<file path="config.mk">
export PLATFORM = sky130hd
export DESIGN_NAME = hazard_unit_sb
export DESIGN_NICKNAME = d
export VERILOG_FILES = /design/src/rtl/hazard_unit_sb.sv
export SDC_FILE = /design/constraint.sdc
export NUM_CORES = 1
export LEC_CHECK = 0
export BUFFER_PORTS_ARGS = -buffer_cell sky130_fd_sc_hd__buf_2
export CAP_MARGIN = 20
export CORE_ASPECT_RATIO = 1.4
export CORE_UTILIZATION = 55
export CTS_CLUSTER_DIAMETER = 80
export DETAILED_ROUTE_END_ITERATION = 10
export PLACE_DENSITY = 0.84
export SLEW_MARGIN = 20
export SYNTH_ARGS = -nofsm -noshare
export SYNTH_HDL_FRONTEND = slang
export SYNTH_SLANG_ARGS = --single-unit
</file>
<file path="constraint.sdc">
create_clock -name clk -period 5.1 [get_ports clk]
set_input_delay 1.02 -clock clk [delete_from_list [all_inputs] [get_ports clk]]
set_output_delay 1.02 -clock clk [all_outputs]
set_load 0.05 [all_outputs]
</file>
<file path="src/rtl/hazard_unit_sb.sv">
// hazard_unit_sb: EX forwarding, load-use and taken-branch control, plus a scoreboard for long-latency writebacks.
module hazard_unit_sb #(
    parameter int REG_AW    = 5,
    parameter int NREGS     = 32,
    parameter int MAX_OUTST = 4,
    parameter int CNT_W     = 16
) (
    input  logic                           clk,
    input  logic                           rst,
    input  logic [REG_AW-1:0]              id_rs1,
    input  logic [REG_AW-1:0]              id_rs2,
    input  logic                           id_use_rs1,
    input  logic                           id_use_rs2,
    input  logic [REG_AW-1:0]              id_rd,
    input  logic                           id_wb,
    input  logic                           id_long,
    input  logic [REG_AW-1:0]              id_ex_rs1,
    input  logic [REG_AW-1:0]              id_ex_rs2,
    input  logic [REG_AW-1:0]              id_ex_rd,
    input  logic                           id_ex_wb,
    input  logic                           id_ex_memread,
    input  logic                           id_ex_long,
    input  logic [REG_AW-1:0]              ex_mem_rd,
    input  logic [REG_AW-1:0]              mem_wb_rd,
    input  logic                           ex_mem_wb,
    input  logic                           mem_wb_wb,
    input  logic                           long_done,
    input  logic [REG_AW-1:0]              long_rd,
    input  logic                           branch_taken,
    output logic [1:0]                     forwardingA,
    output logic [1:0]                     forwardingB,
    output logic                           stall_if,
    output logic                           stall_id,
    output logic                           flush_id,
    output logic                           flush_ex,
    output logic [NREGS-1:0]               sb_busy,
    output logic [$clog2(MAX_OUTST+1)-1:0] outst_cnt,
    output logic [CNT_W-1:0]               stall_cycles
);
    localparam int OW = $clog2(MAX_OUTST + 1);

    logic             ex_mem_ok, mem_wb_ok, lu, sbh, hazard, at_max, sb_set, sb_clr;
    logic [NREGS-1:0] set_mask, clr_mask;

    always_comb begin
        ex_mem_ok   = ex_mem_wb && ex_mem_rd != '0;
        mem_wb_ok   = mem_wb_wb && mem_wb_rd != '0;
        forwardingA = rst ? 2'b00 : (ex_mem_ok && ex_mem_rd == id_ex_rs1) ? 2'b10 :
                      (mem_wb_ok && mem_wb_rd == id_ex_rs1) ? 2'b01 : 2'b00;
        forwardingB = rst ? 2'b00 : (ex_mem_ok && ex_mem_rd == id_ex_rs2) ? 2'b10 :
                      (mem_wb_ok && mem_wb_rd == id_ex_rs2) ? 2'b01 : 2'b00;
        at_max      = outst_cnt == OW'(MAX_OUTST);
        lu          = id_ex_memread && id_ex_rd != '0 &&
                      ((id_use_rs1 && id_rs1 == id_ex_rd) || (id_use_rs2 && id_rs2 == id_ex_rd));
        sbh         = (id_use_rs1 && sb_busy[id_rs1]) || (id_use_rs2 && sb_busy[id_rs2]) ||
                      (id_wb && id_rd != '0 && sb_busy[id_rd]) || (id_long && at_max);
        hazard      = lu || sbh;
        flush_id    = !rst && branch_taken;
        flush_ex    = !rst && (branch_taken || hazard);
        stall_if    = !rst && !branch_taken && hazard;
        stall_id    = stall_if;
        // a flushed EX slot carries cleared controls, so no extra qualification is needed on issue
        sb_set      = id_ex_long && id_ex_wb && id_ex_rd != '0;
        sb_clr      = long_done && long_rd != '0 && sb_busy[long_rd];
        set_mask    = NREGS'(sb_set) << id_ex_rd;
        clr_mask    = NREGS'(sb_clr) << long_rd;
    end

    always_ff @(posedge clk) begin
        if (rst) begin
            sb_busy      <= '0;
            outst_cnt    <= '0;
            stall_cycles <= '0;
        end else begin
            sb_busy <= (sb_busy & ~clr_mask) | set_mask;
            if (sb_set && !sb_clr)
                outst_cnt <= at_max ? outst_cnt : outst_cnt + 1'b1;
            else if (sb_clr && !sb_set)
                outst_cnt <= outst_cnt - 1'b1;
            if (stall_id && !(&stall_cycles))
                stall_cycles <= stall_cycles + 1'b1;
        end
    end

    always_ff @(posedge clk) begin
        if (!rst)
            assert (!(sb_set && !sb_clr && at_max));
    end
endmodule

</file>
==> impl_metrics.yaml, run 1 <==
status:
  outcome: "finished clean"
sta:
  worstMarginPinSlew_ns: 1.22
  hold-worst-slack_ns: 0.504
  tns_ns: 0
  max_slew_margin_pct: 18.4
  hold_viol: 0
  setup_viol: 0
  skew_ns: 0.0128
  min_period_ns: 4.52
  drv_slew: 0
  period_share_pct: 88.6
  rsz0062_at_grt: "false"
  max_freq_mhz: 221
setup_path:
  cp_common_cell: "buf_2"
  crit_fanout: 11
  worst_path_largest_cell_delay_ns: 0.55
  crit_arrival_ns: 3.50
  cp.required_ns: 4.08
  startpoint: "id_rd[0]"
  r2r-start: "sb_busy[5]"
  crit_type: "in2out"
  crit_buf_inv: 2
  cp_top_family: "multiplexers"
  crit_path_start_kind: "input pin"
  crit_path_end_kind: "output pin"
  crit_chain: "buf_2, mux4_2, mux2_2, a221o_1, a32oi_2, and2_1, a21oi_1, buf_2"
  crit_path_top_delay_cell: "mux4_2"
route:
  wl_met1_um: 4330
  viasPerCell: 6.51
  wl_per_cell_um: 19.5
  drt_iter0_drc: 412
  drc: 0
  dr_wl_met2_um: 6200
  wl_met3_um: 1330
  firstDrtPassIters: 6
  drt_wl_total_um: 12600
  dr.max_layer_used: "met4"
  num_vias: 4215
  ant_nets: 0
cells_and_area:
  area_growth_pct: 16.8
  nets: 611
  final_area_um2: 4720
  diodes: 0
  drive_gt1_share_pct: 31.9
clock_tree:
  htreeDepth: 2
  cts_sinks: 51
  cts_tree: "yes"
  clkTransAtPathRegs_ns: 0.10
  postCtsSetupBuffers: 0
  clock_latency_ns: 0.31
  numCtsBuffers: 5
  clockBufferDepth: 2
  hold_buffers: 0
  cts_root_buffer: "clkbuf_8"
  cts_resized: 0
die:
  pin_count: 117
  die_width_um: 74.4
  core-area_um2: 7030
  rows: 36
  start_util_pct: 57.5
  die_y_um: 103
  die_area_um2: 7700
placement:
  gp_congestion: 0.952
  place_area_um2: 4600
  hpwl_um: 9220
  io_buffers: 116
yosys:
  synthCells: 456
  synthArstFlopShare_pct: 0
  syn_nets: 516
  synth_seq_cells: 51
  synth_cell_types: 61
  synth_seq_area_share_pct: 25.3
  synth_edf_count: 0
  synth_top_flop_cell: "dfxtp_1"
  syn_avg_cell_area_um2: 8.86
  syn_area_um2: 4040
  yosysWarnings: 0
worst_hold_path:
  hold_class: "reg2reg"
  min-delay-start: "stall_cycles[12]"
power_and_ir_drop:
  power_switching_uw: 289
  power_density_nw_per_um2: 198
  p_int_uw: 646
  sw_frac_of_total_pct: 30.9
  combPwrFrac_pct: 23.9
  p_leak_nw: 1.95
  p_seq_share_pct: 44.5
  clock_power_share_pct: 31.6
  peakVddDrop_mv: 0.154
global_route:
  grt_util_all_layers_pct: 33.2
  grt_pass1_wl_um: 19200
  grt_remaining_overflow: 0
  grt_pass1_vias: 3888
  grt_max_degree: 65
  antenna_found_initial: 0
flow_run:
  maxCapViolations: 0
## final timing paths
check / endpoint / slack, ns / cells after the start
hold reg to reg: stall_cycles[12] / 0.50 / 2
setup reg to reg: sb_busy[26] / 2.28 / 8
setup / recovery: flush_ex / 0.58 / 8
hold / removal: stall_cycles[12] / 0.50 / 2
## placed cells by master (no fill, tap or decap), drive strengths merged, types with 3 or more instances in the layout
master  Yosys  layout
or2         4       4
nor2b      12      12
nand3       8       8
dfxtp      51      51
or3         5       5
or4         8       8
buf        12     118
xor2       12      12
o32ai       3       3
o221ai      3       3
mux2       15      15
nor4        5       5
nand4       6       6
nand2b      7       7
a21oi      50      50
clkbuf     18       6
mux2i      15      15
nor2       30      30
nand2      39      39
o21ai      23      23
mux4       27      27
a211oi     13      13
and3        6       6
and2        4       4
inv        18      18
nor3       11      11
xnor2      20      20
## per-stage QoR
step / utilization (%) / instances / setup WS [ns] / power, mW
floorplan: - / 456 / 0.277 / 0.583
detailed placement: 65.5 / 639 / 0.611 / 0.644
global placement: 65.5 / 639 / 0.681 / 0.640
finish: 67.1 / 647 / 0.580 / 0.935
global route: 67.1 / 647 / 0.400 / 0.971
CTS: 67.1 / 647 / 0.602 / 0.936
## power by group through the flow
stage	sequential, mW	combinational [mW]	clock (mW)
after CTS	0.416	0.221	0.299
after global routing	0.417	0.241	0.313
after detailed placement	0.425	0.219	0
after floorplan	0.446	0.137	0
after global placement	0.425	0.215	0
final	0.416	0.223	0.295
## Yosys cell counts (3+ instances only)
| cell | n | area (um2) |
|---|---|---|
| o21ai_0 | 23 | 115 |
| mux2i_1 | 15 | 150 |
| nor2b_1 | 12 | 75.1 |
| mux4_2 | 22 | 495 |
| nand2b_1 | 7 | 43.8 |
| or2_2 | 4 | 25.0 |
| and3_1 | 6 | 37.5 |
| nand2_1 | 39 | 146 |
| mux4_1 | 5 | 131 |
| buf_6 | 4 | 45.0 |
| mux2_2 | 12 | 135 |
| or4_1 | 8 | 60.1 |
| nor3_1 | 10 | 50.1 |
| buf_2 | 6 | 30.0 |
| and2_1 | 3 | 18.8 |
| dfxtp_1 | 51 | 1020 |
| nand3_1 | 8 | 40.0 |
| inv_1 | 18 | 67.6 |
| nor2_1 | 30 | 113 |
| xor2_1 | 12 | 105 |
| o32ai_1 | 3 | 26.3 |
| or3_1 | 5 | 31.3 |
| nor4_1 | 5 | 31.3 |
| a211oi_1 | 13 | 97.6 |
| a21oi_1 | 49 | 245 |
| nand4_1 | 6 | 37.5 |
| xnor2_1 | 20 | 175 |
| o221ai_1 | 3 | 26.3 |
| clkbuf_1 | 18 | 67.6 |
## layout make-up
cell class	instances	area, um2
clock buffers	6	82.6
clock inverters	2	35.0
fillers	580	2310
inverters	18	67.6
multi-input cells	357	2800
flip-flops and latches	51	1020
well taps	95	119
repair buffers	118	596
## cells by family (layout without fill, tap and decap cells)
logic type	after synthesis	count (layout)	synth area share (%)
adder cells (fa/ha/maj)	2	2	0.805
multiplexers	57	57	23.5
buffers and inverters	48	144	5.48
flip-flops	51	51	25.3
AND/OR/NAND/NOR	150	150	19.1
AO/OA/AOI/OAI	116	116	18.9
XOR/XNOR	32	32	6.94
## tightest hold or removal path, cell delays in order, from the launching register on
cell	delay [ns]
dfxtp_1	0.35
o41ai_1	0.07
a21oi_1	0.05
## routing by layer
layer  track usage, %  vias to the layer above
met5                0                        -
met4             21.6                        0
met3             9.59                       78
met2             56.1                      318
met1             35.5                     1923
li1                 -                     1896
## sequential cells by signal, summed over array words and instances, names as in the netlist
signal and cells:
outst_cnt 3, stall_cycles 16, sb_busy 32
Note: power is estimated with default switching activity, not from simulation.
==> run 2: changes to the inputs <==
--- a/config.mk
+++ b/config.mk
@@ -5,13 +5,14 @@
 export SDC_FILE = /design/constraint.sdc
 export NUM_CORES = 1
 export LEC_CHECK = 0
+export ABC_AREA = 1
 export BUFFER_PORTS_ARGS = -buffer_cell sky130_fd_sc_hd__buf_2
 export CAP_MARGIN = 20
 export CORE_ASPECT_RATIO = 1.4
 export CORE_UTILIZATION = 55
 export CTS_CLUSTER_DIAMETER = 80
 export DETAILED_ROUTE_END_ITERATION = 10
-export PLACE_DENSITY = 0.84
+export PLACE_DENSITY = 0.82
 export SLEW_MARGIN = 20
 export SYNTH_ARGS = -nofsm -noshare
 export SYNTH_HDL_FRONTEND = slang
==> run 2 against run 1 <==
  * Final cell count is 55% higher
  * Utilization down 2.3 points
  * Largest power group unchanged
  * Synthesized cell count rose by 79%
  * Clock power is 28% higher
  * Via count rose by 41%
  * Routed wire length grew 31%
  * Non-clock buffer count grew 1
  * Critical path type unchanged
  * Clock skew down 0.0076 ns
  * Register-to-register slack better by 0.52 ns
  * Highest routed layer unchanged
==> impl_metrics.yaml, run 2 <==
yosys:
  ys_top_cells_by_count: "nand2_1, nand3_1, inv_1, nor2_1, dfxtp_1"
  synthTopCellsByArea: "dfxtp_1, nand2_1, nand3_1, inv_1, a21oi_1"
  synth_top_flop_cell: "dfxtp_1"
  synth_seq_cells: 51
  synth_edf_count: 0
  syn_nets: 875
  syn_area_um2: 4690
  yosysTopAreaCell: "dfxtp_1"
  synthCells: 815
  synth_top_area_share_pct: 21.8
  synthArstFlopShare_pct: 0
  synth_seq_area_share_pct: 21.8
  synth_most_common_cell: "nand2_1"
  synth_cell_types: 34
  yosysWarnings: 0
  syn_avg_cell_area_um2: 5.76
clock_tree:
  cts_sinks: 51
  clockBufferDepth: 2
  clkTransAtPathRegs_ns: 0.07
  hold_buffers: 0
  htreeDepth: 2
  numCtsBuffers: 5
  postCtsSetupBuffers: 0
  cts_tree: "yes"
  cts_root_buffer: "clkbuf_16"
  clock_latency_ns: 0.29
  cts_resized: 0
setup_path:
  r2r-start: "sb_busy[31]"
  reg2reg_slack_ns: 2.80
  startpoint: "id_ex_rd[3]"
  cp.required_ns: 4.08
  crit_path_end_kind: "output pin"
  crit_type: "in2out"
  cp-endpoint: "flush_ex"
  reg2reg_to: "stall_cycles[0]"
  rr_worst_depth: 13
  crit_path_start_kind: "input pin"
  crit_arrival_ns: 2.98
  crit_fanout: 20
power_and_ir_drop:
  peakVddDrop_mv: 0.179
  combPwrFrac_pct: 25.9
  power_switching_uw: 355
  power_density_nw_per_um2: 201
  clock_power_share_pct: 35.2
  sw_frac_of_total_pct: 33.1
  p_leak_nw: 2.38
  p_total_mw: 1.07
  p_int_uw: 716
  p_seq_share_pct: 38.9
route:
  num_vias: 5925
  viasPerCell: 5.91
  drt_iter0_drc: 647
  drt_wl_total_um: 16500
  drc: 0
  firstDrtPassIters: 6
  ant_nets: 0
  wl_per_cell_um: 16.4
cells_and_area:
  seq_area_um2: 1020
  final_common_cell: "nand2_1"
  drive_gt1_share_pct: 19.2
  reg_top3: "sb_busy x32, stall_cycles x16, outst_cnt x3"
  diodes: 0
  multiInputGateArea_um2: 3000
  fill_cells: 804
  final_cell_mix: "nand2_1, nand3_1, buf_2"
  regMostFlops: "sb_busy"
  area_growth_pct: 13.3
  nets: 960
  largest_reg_flops: 32
die:
  die_area_um2: 8910
  rows: 39
  die_y_um: 111
  start_util_pct: 57.2
  pin_count: 117
  core-area_um2: 8200
  die_width_um: 80.1
sta:
  hold_viol: 0
  max_freq_mhz: 250
  setup_viol: 0
  tns_ns: 0
  max_slew_margin_pct: 48.6
  skew_ns: 0.00519
  rsz0062_at_grt: "false"
  drv_slew: 0
  worstMarginPinSlew_ns: 0.770
  period_share_pct: 78.4
  min_period_ns: 4.00
global_route:
  grt_pass1_wl_um: 26200
  grt_remaining_overflow: 0
  grt_max_degree: 42
  grt_util_all_layers_pct: 37.8
  antenna_found_initial: 0
  grt_pass1_vias: 5419
status:
  outcome: "finished clean"
placement:
  io_buffers: 116
  gp_congestion: 0.985
  hpwl_um: 12300
worst_hold_path:
  min-delay-start: "sb_busy[10]"
  hold_class: "reg2reg"
flow_run:
  maxCapViolations: 0
run 2: final cells by class:
| class | count | share of cell area, % |
|---|---|---|
| clock inverter | 1 | 0.565 |
| inverter | 109 | 7.70 |
| multi-input combinational | 614 | 56.4 |
| clock buffer | 6 | 2.42 |
| sequential | 51 | 19.2 |
| timing repair buffer | 119 | 11.3 |
| tap | 102 | 2.40 |
run 2: critical path, cell delays in order:
cell      delay (ns)
buf_2           0.30
clkinv_1        0.44
nor2_1          0.20
nor2_1          0.06
nand3_1         0.07
nand2_1         0.05
a21boi_1        0.19
nand2_1         0.09
inv_2           0.07
nand3_4         0.07
nand2_1         0.08
o21ai_0         0.07
buf_2           0.24
run 2: routing by layer:
| layer | wire length, um | up-vias | GRT usage (%) |
|---|---|---|---|
| met4 | 1160 | 0 | 25.8 |
| li1 | - | 2825 | - |
| met2 | 8110 | 348 | 63.8 |
| met5 | 0 | - | 0 |
| met1 | 5790 | 2666 | 42.8 |
| met3 | 1400 | 86 | 5.60 |
run 2: cells by family (layout without fill, tap and decap cells):
family / count (synthesis) / after routing / synth area share [%]
simple gates: 481 / 481 / 46.2
buf+inv: 150 / 235 / 14.4
fa+ha+maj: 2 / 2 / 0.693
xor+xnor: 22 / 22 / 4.11
compound gates: 109 / 109 / 12.9
flops: 51 / 51 / 21.8
run 2: through the flow:
step | area (um2) | util (%) | hold slack [ns] | worst slack [ns] | instances
floorplan | 4690 | - | 0.691 | 0.998 | 815
global placement | 5160 | 62.9 | 0.472 | 1.17 | 995
detailed placement | 5160 | 62.9 | 0.480 | 1.11 | 995
CTS | 5320 | 64.9 | 0.489 | 1.12 | 1002
global route | 5320 | 64.9 | 0.531 | 0.777 | 1002
finish | 5320 | 64.9 | 0.489 | 1.10 | 1002
run 2: worst min path at each step:
| stage | slack (ns) | endpoint | cells after the start |
|---|---|---|---|
| floorplan | 0.69 | sb_busy[2] | 2 |
| global placement | 0.47 | sb_busy[26] | 2 |
| detailed placement | 0.48 | sb_busy[10] | 2 |
| CTS | 0.49 | sb_busy[10] | 2 |
| global route | 0.53 | sb_busy[10] | 2 |
| finish | 0.49 | sb_busy[10] | 2 |
run 2: power groups by stage:
stage               sequential [mW]  combinational [mW]  clock (mW)
finish                        0.417               0.278       0.377
global route                  0.417               0.305       0.395
CTS                           0.416               0.274       0.377
detailed placement            0.425               0.273           0
global placement              0.425               0.265           0
floorplan                     0.448               0.185           0
